<file path="config.mk">
export PLATFORM = sky130hd
export DESIGN_NAME = wb_fetch_flat
export DESIGN_NICKNAME = d
export VERILOG_FILES = /design/src/rtl/wb_fetch_pkg.sv /design/src/rtl/wb_fetch_if.sv /design/src/rtl/wb_fetch_buffer.sv /design/src/rtl/wb_fetch.sv /design/src/flat_wrapper.sv
export SDC_FILE = /design/constraint.sdc
export NUM_CORES = 1
export LEC_CHECK = 0
export BUFFER_PORTS_ARGS = -buffer_cell sky130_fd_sc_hd__buf_2
export CORE_MARGIN = 10
export CORE_UTILIZATION = 40
export CTS_BUF_LIST = sky130_fd_sc_hd__clkbuf_4 sky130_fd_sc_hd__clkbuf_8
export DETAILED_ROUTE_END_ITERATION = 7
export HOLD_SLACK_MARGIN = 0.06
export PLACE_DENSITY = 0.68
export SYNTH_ARGS = -nofsm -noshare
export SYNTH_HDL_FRONTEND = slang
export SYNTH_SLANG_ARGS = --single-unit
</file>
<file path="constraint.sdc">
create_clock -name clk_i -period 4.45 [get_ports clk_i]
set_clock_uncertainty 0.15 [all_clocks]
set_input_delay 0.445 -clock clk_i [delete_from_list [all_inputs] [get_ports clk_i]]
set_output_delay 0.445 -clock clk_i [all_outputs]
set_load 0.02 [all_outputs]
</file>
<file path="src/rtl/wb_fetch_pkg.sv">
// rtl/wb_fetch_pkg.sv - shared widths, FSM states and fault-cause encodings for the fetcher
package wb_fetch_pkg;

  localparam int          WB_ADR_WIDTH = 64;
  localparam int          WB_DAT_WIDTH = 64;
  localparam logic [63:0] WB_RESET_PC  = 64'h0000_8000_0000_0000;

  typedef enum logic [2:0] {
    ST_IDLE,
    ST_REQ,
    ST_GAP,
    ST_WAIT,
    ST_FAULT
  } fetch_state_e;

  typedef enum logic [1:0] {
    CAUSE_NONE     = 2'b00,
    CAUSE_BUS_ERR  = 2'b01,
    CAUSE_TIMEOUT  = 2'b10,
    CAUSE_MISALIGN = 2'b11
  } fault_cause_e;

  // Instruction words are 8 bytes wide; any low address bit set is illegal.
  function automatic logic is_misaligned(input logic [2:0] adr_lo);
    return adr_lo != 3'b000;
  endfunction

endpackage

</file>
<file path="src/rtl/wb_fetch_if.sv">
// rtl/wb_fetch_if.sv - Wishbone read-port bundle between the fetcher and the interconnect
interface wb_fetch_if
  import wb_fetch_pkg::*;
#(
  parameter int ADR_WIDTH = WB_ADR_WIDTH,
  parameter int DAT_WIDTH = WB_DAT_WIDTH
);
  logic [ADR_WIDTH-1:0] fetch_adr_o;
  logic [DAT_WIDTH-1:0] fetch_dat_o;
  logic [DAT_WIDTH-1:0] fetch_dat_i;
  logic                 fetch_we_o;
  logic                 fetch_cyc_o;
  logic                 fetch_stb_o;
  logic                 fetch_ack_i;
  logic                 fetch_err_i;

  modport master (
    output fetch_adr_o, fetch_dat_o, fetch_we_o, fetch_cyc_o, fetch_stb_o,
    input  fetch_dat_i, fetch_ack_i, fetch_err_i
  );

  modport slave (
    input  fetch_adr_o, fetch_dat_o, fetch_we_o, fetch_cyc_o, fetch_stb_o,
    output fetch_dat_i, fetch_ack_i, fetch_err_i
  );
endinterface

</file>
<file path="src/rtl/wb_fetch_buffer.sv">
// rtl/wb_fetch_buffer.sv - one-entry valid/ready holding register for a fetched instruction and its pc
module wb_fetch_buffer #(
  parameter int ADR_WIDTH = 64,
  parameter int DAT_WIDTH = 64
) (
  input  logic                 clk_i,
  input  logic                 rst_i,
  input  logic                 fill_i,
  input  logic                 flush_i,
  input  logic [DAT_WIDTH-1:0] insn_i,
  input  logic [ADR_WIDTH-1:0] pc_i,
  input  logic                 ready_i,
  output logic                 valid_o,
  output logic [DAT_WIDTH-1:0] insn_o,
  output logic [ADR_WIDTH-1:0] insn_pc_o
);

  // Flush beats fill so a redirect drops the response captured in the same cycle.
  always_ff @(posedge clk_i) begin
    if (rst_i) begin
      valid_o   <= 1'b0;
      insn_o    <= '0;
      insn_pc_o <= '0;
    end else if (flush_i) begin
      valid_o <= 1'b0;
    end else if (fill_i) begin
      valid_o   <= 1'b1;
      insn_o    <= insn_i;
      insn_pc_o <= pc_i;
    end else if (valid_o && ready_i) begin
      valid_o <= 1'b0;
    end
  end

endmodule

</file>
<file path="src/rtl/wb_fetch.sv">
// rtl/wb_fetch.sv - Wishbone master instruction fetcher with redirect and fault latching
module wb_fetch
  import wb_fetch_pkg::*;
#(
  parameter int                   ADR_WIDTH = WB_ADR_WIDTH,
  parameter int                   DAT_WIDTH = WB_DAT_WIDTH,
  parameter logic [ADR_WIDTH-1:0] RESET_PC  = WB_RESET_PC,
  parameter int                   TIMEOUT   = 16
) (
  input  logic                 clk_i,
  input  logic                 rst_i,
  wb_fetch_if.master           bus,
  output logic [DAT_WIDTH-1:0] insn_o,
  output logic [ADR_WIDTH-1:0] insn_pc_o,
  output logic                 insn_valid_o,
  input  logic                 insn_ready_i,
  input  logic                 redirect_i,
  input  logic [ADR_WIDTH-1:0] redirect_pc_i,
  output logic                 fault_o,
  output logic [1:0]           fault_cause_o,
  output logic [ADR_WIDTH-1:0] fault_pc_o
);

  localparam int            TW     = $clog2(TIMEOUT + 1);
  localparam logic [TW-1:0] T_LAST = TW'(TIMEOUT - 1);
  localparam logic [TW-1:0] T_MAX  = TW'(TIMEOUT);

  fetch_state_e         state_q, state_d;
  logic [ADR_WIDTH-1:0] pc_q, pc_d, fault_pc_d;
  logic [TW-1:0]        tcnt_q, tcnt_d;
  fault_cause_e         cause_q, cause_d;
  logic                 fault_d;
  logic                 stb_q;
  logic                 fill, flush, buf_go;

  assign buf_go = !insn_valid_o || insn_ready_i;

  always_comb begin
    state_d    = state_q;
    pc_d       = pc_q;
    tcnt_d     = tcnt_q;
    fault_d    = fault_o;
    cause_d    = cause_q;
    fault_pc_d = fault_pc_o;
    fill       = 1'b0;
    flush      = 1'b0;

    case (state_q)
      ST_IDLE: state_d = ST_REQ;
      ST_REQ: begin
        if (tcnt_q != T_MAX) tcnt_d = tcnt_q + 1'b1;
        if (bus.fetch_err_i) begin
          state_d    = ST_FAULT;
          fault_d    = 1'b1;
          cause_d    = CAUSE_BUS_ERR;
          fault_pc_d = pc_q;
        end else if (bus.fetch_ack_i) begin
          fill    = 1'b1;
          pc_d    = pc_q + ADR_WIDTH'(8);
          state_d = ST_GAP;
        end else if (tcnt_q == T_LAST) begin
          state_d    = ST_FAULT;
          fault_d    = 1'b1;
          cause_d    = CAUSE_TIMEOUT;
          fault_pc_d = pc_q;
        end
      end
      ST_GAP, ST_WAIT: state_d = buf_go ? ST_REQ : ST_WAIT;
      ST_FAULT: state_d = ST_FAULT;
      default: state_d = ST_IDLE;
    endcase

    // A redirect overrides whatever the state logic above decided this cycle.
    if (redirect_i) begin
      pc_d  = redirect_pc_i;
      flush = 1'b1;
      fill  = 1'b0;
      if (is_misaligned(redirect_pc_i[2:0])) begin
        state_d    = ST_FAULT;
        fault_d    = 1'b1;
        cause_d    = CAUSE_MISALIGN;
        fault_pc_d = redirect_pc_i;
      end else begin
        fault_d    = 1'b0;
        cause_d    = cause_q;
        fault_pc_d = fault_pc_o;
        state_d    = (state_q == ST_GAP || state_q == ST_WAIT) ? ST_REQ : ST_GAP;
      end
    end

    if (state_d == ST_REQ && state_q != ST_REQ) tcnt_d = '0;
  end

  always_ff @(posedge clk_i) begin
    if (rst_i) begin
      state_q    <= ST_IDLE;
      pc_q       <= RESET_PC;
      tcnt_q     <= '0;
      stb_q      <= 1'b0;
      fault_o    <= 1'b0;
      cause_q    <= CAUSE_NONE;
      fault_pc_o <= '0;
    end else begin
      state_q    <= state_d;
      pc_q       <= pc_d;
      tcnt_q     <= tcnt_d;
      stb_q      <= (state_d == ST_REQ);
      fault_o    <= fault_d;
      cause_q    <= cause_d;
      fault_pc_o <= fault_pc_d;
    end
  end

  assign fault_cause_o   = cause_q;
  assign bus.fetch_adr_o = pc_q;
  assign bus.fetch_dat_o = '0;
  assign bus.fetch_we_o  = 1'b0;
  assign bus.fetch_cyc_o = stb_q;
  assign bus.fetch_stb_o = stb_q;

  wb_fetch_buffer #(
    .ADR_WIDTH (ADR_WIDTH),
    .DAT_WIDTH (DAT_WIDTH)
  ) u_buffer (
    .clk_i     (clk_i),
    .rst_i     (rst_i),
    .fill_i    (fill),
    .flush_i   (flush),
    .insn_i    (bus.fetch_dat_i),
    .pc_i      (pc_q),
    .ready_i   (insn_ready_i),
    .valid_o   (insn_valid_o),
    .insn_o    (insn_o),
    .insn_pc_o (insn_pc_o)
  );

endmodule

</file>
<file path="src/flat_wrapper.sv">
// flat-port wrapper written by rule: the top's interface ports become plain ports
module wb_fetch_flat import wb_fetch_pkg::*;
#(
  parameter int                   ADR_WIDTH = WB_ADR_WIDTH,
  parameter int                   DAT_WIDTH = WB_DAT_WIDTH,
  parameter logic [ADR_WIDTH-1:0] RESET_PC  = WB_RESET_PC,
  parameter int                   TIMEOUT   = 16
)
  (clk_i, rst_i, insn_o, insn_pc_o, insn_valid_o, insn_ready_i, redirect_i, redirect_pc_i, fault_o, fault_cause_o, fault_pc_o, bus_fetch_adr_o, bus_fetch_dat_o, bus_fetch_we_o, bus_fetch_cyc_o, bus_fetch_stb_o, bus_fetch_dat_i, bus_fetch_ack_i, bus_fetch_err_i);
  wb_fetch_if #(.ADR_WIDTH(ADR_WIDTH), .DAT_WIDTH(DAT_WIDTH)) bus_i ();
  input  logic clk_i;
  input  logic rst_i;
  output logic [DAT_WIDTH-1:0] insn_o;
  output logic [ADR_WIDTH-1:0] insn_pc_o;
  output logic insn_valid_o;
  input  logic insn_ready_i;
  input  logic redirect_i;
  input  logic [ADR_WIDTH-1:0] redirect_pc_i;
  output logic fault_o;
  output logic [1:0] fault_cause_o;
  output logic [ADR_WIDTH-1:0] fault_pc_o;
  output wire logic [$bits(bus_i.fetch_adr_o)-1:0] bus_fetch_adr_o;
  output wire logic [$bits(bus_i.fetch_dat_o)-1:0] bus_fetch_dat_o;
  output wire logic [$bits(bus_i.fetch_we_o)-1:0] bus_fetch_we_o;
  output wire logic [$bits(bus_i.fetch_cyc_o)-1:0] bus_fetch_cyc_o;
  output wire logic [$bits(bus_i.fetch_stb_o)-1:0] bus_fetch_stb_o;
  input wire logic [$bits(bus_i.fetch_dat_i)-1:0] bus_fetch_dat_i;
  input wire logic [$bits(bus_i.fetch_ack_i)-1:0] bus_fetch_ack_i;
  input wire logic [$bits(bus_i.fetch_err_i)-1:0] bus_fetch_err_i;
  assign bus_fetch_adr_o = bus_i.fetch_adr_o;
  assign bus_fetch_dat_o = bus_i.fetch_dat_o;
  assign bus_fetch_we_o = bus_i.fetch_we_o;
  assign bus_fetch_cyc_o = bus_i.fetch_cyc_o;
  assign bus_fetch_stb_o = bus_i.fetch_stb_o;
  assign bus_i.fetch_dat_i = bus_fetch_dat_i;
  assign bus_i.fetch_ack_i = bus_fetch_ack_i;
  assign bus_i.fetch_err_i = bus_fetch_err_i;
  wb_fetch #(.ADR_WIDTH(ADR_WIDTH), .DAT_WIDTH(DAT_WIDTH), .RESET_PC(RESET_PC), .TIMEOUT(TIMEOUT)) u_core (.clk_i(clk_i), .rst_i(rst_i), .bus(bus_i), .insn_o(insn_o), .insn_pc_o(insn_pc_o), .insn_valid_o(insn_valid_o), .insn_ready_i(insn_ready_i), .redirect_i(redirect_i), .redirect_pc_i(redirect_pc_i), .fault_o(fault_o), .fault_cause_o(fault_cause_o), .fault_pc_o(fault_pc_o));
endmodule
</file>
## Word-level counts from Yosys, hierarchy flattened

Cells that the tools add are included.

| operators by class | value |
|---|---|
| add/sub/neg operators | 2 |
| $mul | 0 |
| divide/modulo/power cells | 0 |
| magnitude comparators | 0 |
| equal/unequal tests | 11 |
| shift operators | 0 |
| muxes and demuxes | 37 |
| bitwise operators | 1 |
| reduce and logical (&&, ||, !) cells | 19 |

Operator list:

| cell | count |
|---|---|
| $mux W64 | 10 |
| $add A64 B4 Y64 const B | 1 |
| $mux W2 | 8 |
| $mux W3 | 5 |
| $mux W1 | 13 |
| $pmux W3 S4 | 1 |
| $eq A3 B1 Y1 const B | 2 |
| $eq A3 B2 Y1 const B | 2 |
| $reduce_and A3 Y1 | 2 |
| $reduce_bool A2 Y1 | 3 |
| $reduce_bool A3 Y1 | 2 |
| $reduce_or A2 Y1 | 3 |
| $add A5 B1 Y5 const B | 1 |
| $eq A5 B4 Y1 const B | 1 |
| $ne A5 B5 Y1 const B | 1 |
| $reduce_and A2 Y1 | 2 |
| $reduce_and A4 Y1 | 1 |
| $eq A3 B3 Y1 const B | 1 |
| $logic_not A3 Y1 | 1 |
| $ne A3 B1 Y1 const B | 1 |
| $ne A3 B2 Y1 const B | 1 |
| $logic_and A1 B1 Y1 | 2 |
| $logic_or A1 B1 Y1 | 2 |
| $ne A2 B1 Y1 const B | 1 |
| other kinds (3) | 3 |

| storage, ports and cells | value |
|---|---|
| register bits after elaboration | 269 |
| latch bits | 0 |
| bits in writable memories | 0 |
| memory bits (read-only) | 0 |
| input bits | 134 |
| word-level logic and storage cells | 80 |
| memories | 0 |

## Depth between registers and ports, before layout

| depth | value |
|---|---|
| depth in word-level cells | 9 |
| mapped depth | 11 |
| mapped depth without buffers | 9 |

## Modules after synthesis

From an unflattened synthesis, not the netlist that was laid out.

| second synthesis, totals | value |
|---|---|
| cell total of the unflattened synthesis | 1455 |
| area total of the unflattened synthesis | 13417.9 um^2 |

Modules (own cells, without submodules):

| module | times used | cells an instance | area an instance (um^2) | sequential area each (um^2) |
|---|---|---|---|---|
| wb_fetch | 1 | 868 | 7517.2 | 2802.7 |
| wb_fetch_buffer | 1 | 587 | 5900.7 | 2582.5 |

## Worst setup path before layout

OpenSTA, ideal clock, no wires.

| timing | value |
|---|---|
| path type | reg-to-reg |
| start | register u_core.pc_q[5] (netlist: u_core.bus.fetch_adr_o[5]) |
| end | register u_core.pc_q[24] (netlist: u_core.bus.fetch_adr_o[24]) |
| arrival time | 2189 ps |
| setup slack | 2020 ps |
| cell stages (with the launch flop) | 8 |
| path buffers | 2 |
| clock period less this slack | 2430 ps |
| cells stage by stage | dfxtp_1 > buf_2 > nand4_2 > or3_4 > or3_1 > clkbuf_1 > or3_1 > a311oi_1 |

| on the way | value |
|---|---|
| word-level cells in the longest chain between the ends | 5 |

Ends and longest elaborated chain:

| what | line | text |
|---|---|---|
| from (decl) | wb_fetch.sv:29 | `logic [ADR_WIDTH-1:0] pc_q, pc_d, fault_pc_d;` |
| from (signal assigned) | wb_fetch.sv:105 | `pc_q <= pc_d;` |
| $add A64 B4 Y64 | wb_fetch.sv:59 | `pc_d = pc_q + ADR_WIDTH'(8);` |
| $mux W64 | wb_fetch.sv:57 | `end else if (bus.fetch_ack_i) begin` |
| $mux W64 | wb_fetch.sv:52 | `if (bus.fetch_err_i) begin` |
| $mux W64 | wb_fetch.sv:48 | `case (state_q)` |
| $mux W64 | wb_fetch.sv:74 | `if (redirect_i) begin` |

No other way between the ends. The select of a mux whose other input is x is not followed.
A chain may end at the register's enable or synchronous reset.

## Final worst setup path

| timing | value |
|---|---|
| start | register u_core.tcnt_q[0] |
| end | register u_core.fault_pc_o[31] |

| on the way | value |
|---|---|
| word-level cells in the longest chain between the ends | 3 |

Ends and longest elaborated chain:

| what | line | text |
|---|---|---|
| from (decl) | wb_fetch.sv:30 | `logic [TW-1:0] tcnt_q, tcnt_d;` |
| from (signal assigned) | wb_fetch.sv:106 | `tcnt_q <= tcnt_d;` |
| $eq A5 B4 Y1 | wb_fetch.sv:61 | `end else if (tcnt_q == T_LAST) begin` |
| $reduce_bool A3 Y1 (no line) | -- |  |
| $reduce_and A4 Y1 (no line) | -- |  |
| to (signal assigned) | wb_fetch.sv:110 | `fault_pc_o <= fault_pc_d;` |
| to (decl) | wb_fetch.sv:21 | `output logic [ADR_WIDTH-1:0] fault_pc_o` |

No other way between the ends.

==> impl_metrics.toml <==
[outcome]
status = "finished, final reports clean"

[sta]
slew_headroom_pct = 31.7
slew_viol_final = 0
fin_crit_sh_pct = 67.7
setup_violations = 0
max_freq_ghz = 0.332
finalCriticalPeriod_ns = 3.01
worstMarginPinSlew_ns = 1.02
holdWs_ns = 0.109
fin_tns_setup_ns = 0
rsz0062_at_grt = "false"
hold_viol = 0

[placement]
dp_hpwl_um = 28700
place.gp.congestion = 0.789
io_buffers = 395
placedCellCount = 2104
dpl-instance-area_um2 = 13700

[critical_path]
crit_type = "flip-flop to flip-flop"
crit_fanout = 30
crit_top_cell = "ha_1"
r2r_start = "u_core.tcnt_q[0]"
worst-path-buf-inv = 1
critPathMaxStageDelay_ns = 0.52
worst_path_max_delay_cell = "nor2_4"
startpoint_type = "flip-flop"
crit_family = "simple AND/OR/NAND/NOR gates"
crit_path_start = "u_core.tcnt_q[0]"
cp_data_arrival_time_ns = 3.31
worstPathRequired_ns = 4.74
reg2reg_slack_ns = 1.44
crit_chain = "ha_1 > and3_1 > ha_1 > nor2b_1 > o21ai_0 > and2_1 > nor2_4 > buf_4 > nor2_1 > a211oi_1"
endpoint_kind = "flip-flop"

[floorplan]
die_h_um = 192
die_x_um = 192
initial_utilization_pct = 40.8
rows = 62
io_pins = 461
die-area_um2 = 36700
core_um2 = 28900

[detailed_routing]
drc = 0
via_per_inst = 5.07
wl_per_cell_um = 18.1
ant_nets = 0
drtIter0Drc = 700
routed_wl_um = 41700
vias = 11700
firstDrtPassIters = 5

[global_route]
antenna_found_initial = 3
grt_pass1_wl_um = 64400
busiest_layer = "met2"
met3_usage_pct = 5.71
grt_pass1_vias = 11600
track_usage_pct = 21.5
use_met2_pct = 36.6
grt_max_degree = 108
met1_usage_pct = 25.5
grt_overflow_total = 0

[synth]
synth_cells = 1421
synth-seq-cells = 269
synth.top_cell.area_share_pct = 45.7
yosysUniqueCellTypes = 55
ys_async_sr_fraction_pct = 0
ys_seq_area_share_pct = 45.7
synth_edf_count = 0
synthTopCellsByArea = "dfxtp_1 (46%), nand2_1 (9.5%), a21oi_1 (6.2%)"
syn_area_um2 = 11800
yosysWarnings = 0
synth_largest_area_cell = "dfxtp_1"
ys.flop_type = "dfxtp_1"
syn_avg_cell_area_um2 = 8.29

[layout]
final_cell_count_no_fill = 2309
fillers = 2621
fin_area_um2 = 16000
drive_gt1_share_pct = 26.3
area_delta_synth_final_pct = 35.5
nets = 2035
multi_input_area_um2 = 5710
seqCellArea_um2 = 5390

[clock_tree]
clock_latency_ns = 0.55
cts_tree = "done"
cts_root_buf = "clkbuf_8"
cts_setup_buffers = 0
cts-htree-levels = 2
path_clk_slew_ns = 0.06
cts_sinks = 269
cts_buffers = 46
max-clock-path-buffers = 3

[power]
power_density_nw_per_um2 = 359
leakage_nw = 7.02
vdd_drop_max_v = 0.000287
report.power.total_mw = 5.73

[min_path]
min-delay-start = "redirect_pc_i[48]"
hold_class = "input port to flip-flop"

[flow_run]
maxCapViolations = 0
==> worst paths after layout <==
check	end	depth (start not counted)
max	u_core.fault_pc_o[31]	10
min	u_core.bus.fetch_adr_o[48]	3
max reg2reg	u_core.fault_pc_o[31]	10
min reg2reg	u_core.u_buffer.insn_o[10]	2
==> per-stage QoR <==
| step | util, % | setup WS, ns |
|---|---|---|
| 6_report | 55.3 | 1.44 |
| 4_1_cts | 55.3 | 1.47 |
| 3_3_place_gp | 47.5 | 1.45 |
| 5_1_grt | 55.3 | 1.13 |
| 2_1_floorplan | - | 2.02 |
| 3_5_place_dp | 47.5 | 1.30 |
==> power by group <==
part	leakage, nW	switching (mW)	total, mW	internal, mW
clock network	0.502	0.992	2.33	1.34
logic	4.32	0.471	0.776	0.305
registers	2.20	0.112	2.62	2.51
total	7.02	1.57	5.73	4.15
==> tightest hold or removal path, stage by stage <==
cell,delay (ns)
buf_2,0.12
nor2_1,0.12
a211oi_1,0.06
==> cell type report <==
class                      instances  area share (%)
multi-input combinational       1036            35.8
clock buffer                      66            5.38
clock inverter                     7           0.533
timing repair buffer             535            21.3
antenna                            3          0.0470
sequential                       269            33.7
tap                              384            3.01
inverter                           9           0.227
==> per-layer routing <==
metal | vias to the layer above | part of all wire (%)
met3 | 93 | 8.3
li1 | 5675 | -
met4 | 2 | 2.9
met2 | 493 | 49
met5 | - | 0.026
met1 | 5449 | 40
==> flip-flops by register name, summed over array words and instances, names as in the netlist <==
name,count
u_core.fault_cause_o,2
u_core.u_buffer.valid_o,1
u_core.tcnt_q,5
u_core.fault_o,1
u_core.bus.fetch_cyc_o,1
u_core.state_q,3
u_core.bus.fetch_adr_o,64
u_core.u_buffer.insn_o,64
u_core.u_buffer.insn_pc_o,64
u_core.fault_pc_o,64
==> synth_stat cells, types with 14 or more instances <==
cell / number
nor3_1: 24
clkbuf_1: 91
xnor2_1: 27
dfxtp_1: 269
buf_4: 66
a21oi_1: 146
nor2_1: 146
nand4_1: 18
nand2_1: 298
a311oi_1: 14
nand3_1: 21
xor2_1: 24
mux2i_1: 67
a211oi_1: 85
==> placed cells by master, fill, tap and decap left out, types with 18 or more instances in the layout <==
cell           synthesis  final
xnor2_1               27     27
nand2_1              298    298
mux2i_1               67     67
conb_1                 1     65
xor2_1                24     24
nor2_1               146    144
nand3_1               21     21
buf_2                  8    393
clkbuf_8               0     59
dlygate4sd3_1          0    129
nor3_1                24     24
a211oi_1              85     85
nand4_1               18     18
a21oi_1              146    146
dfxtp_1              269    269
==> logic make-up after synthesis <==
logic type / synth area share, %
compound gates: 14.1
xor+xnor: 3.79
other cells: 0.0318
simple gates: 22.1
mux: 5.79
fa+ha+maj: 0.425
flops: 45.7
buf+inv: 8.07
==> repair_timing <==
item	in CTS	in global routing
gates resized for setup	0	0
hold buffers	129	0
hold endpoints to repair	135	0
No activity file was read; power rests on OpenSTA's default activity.
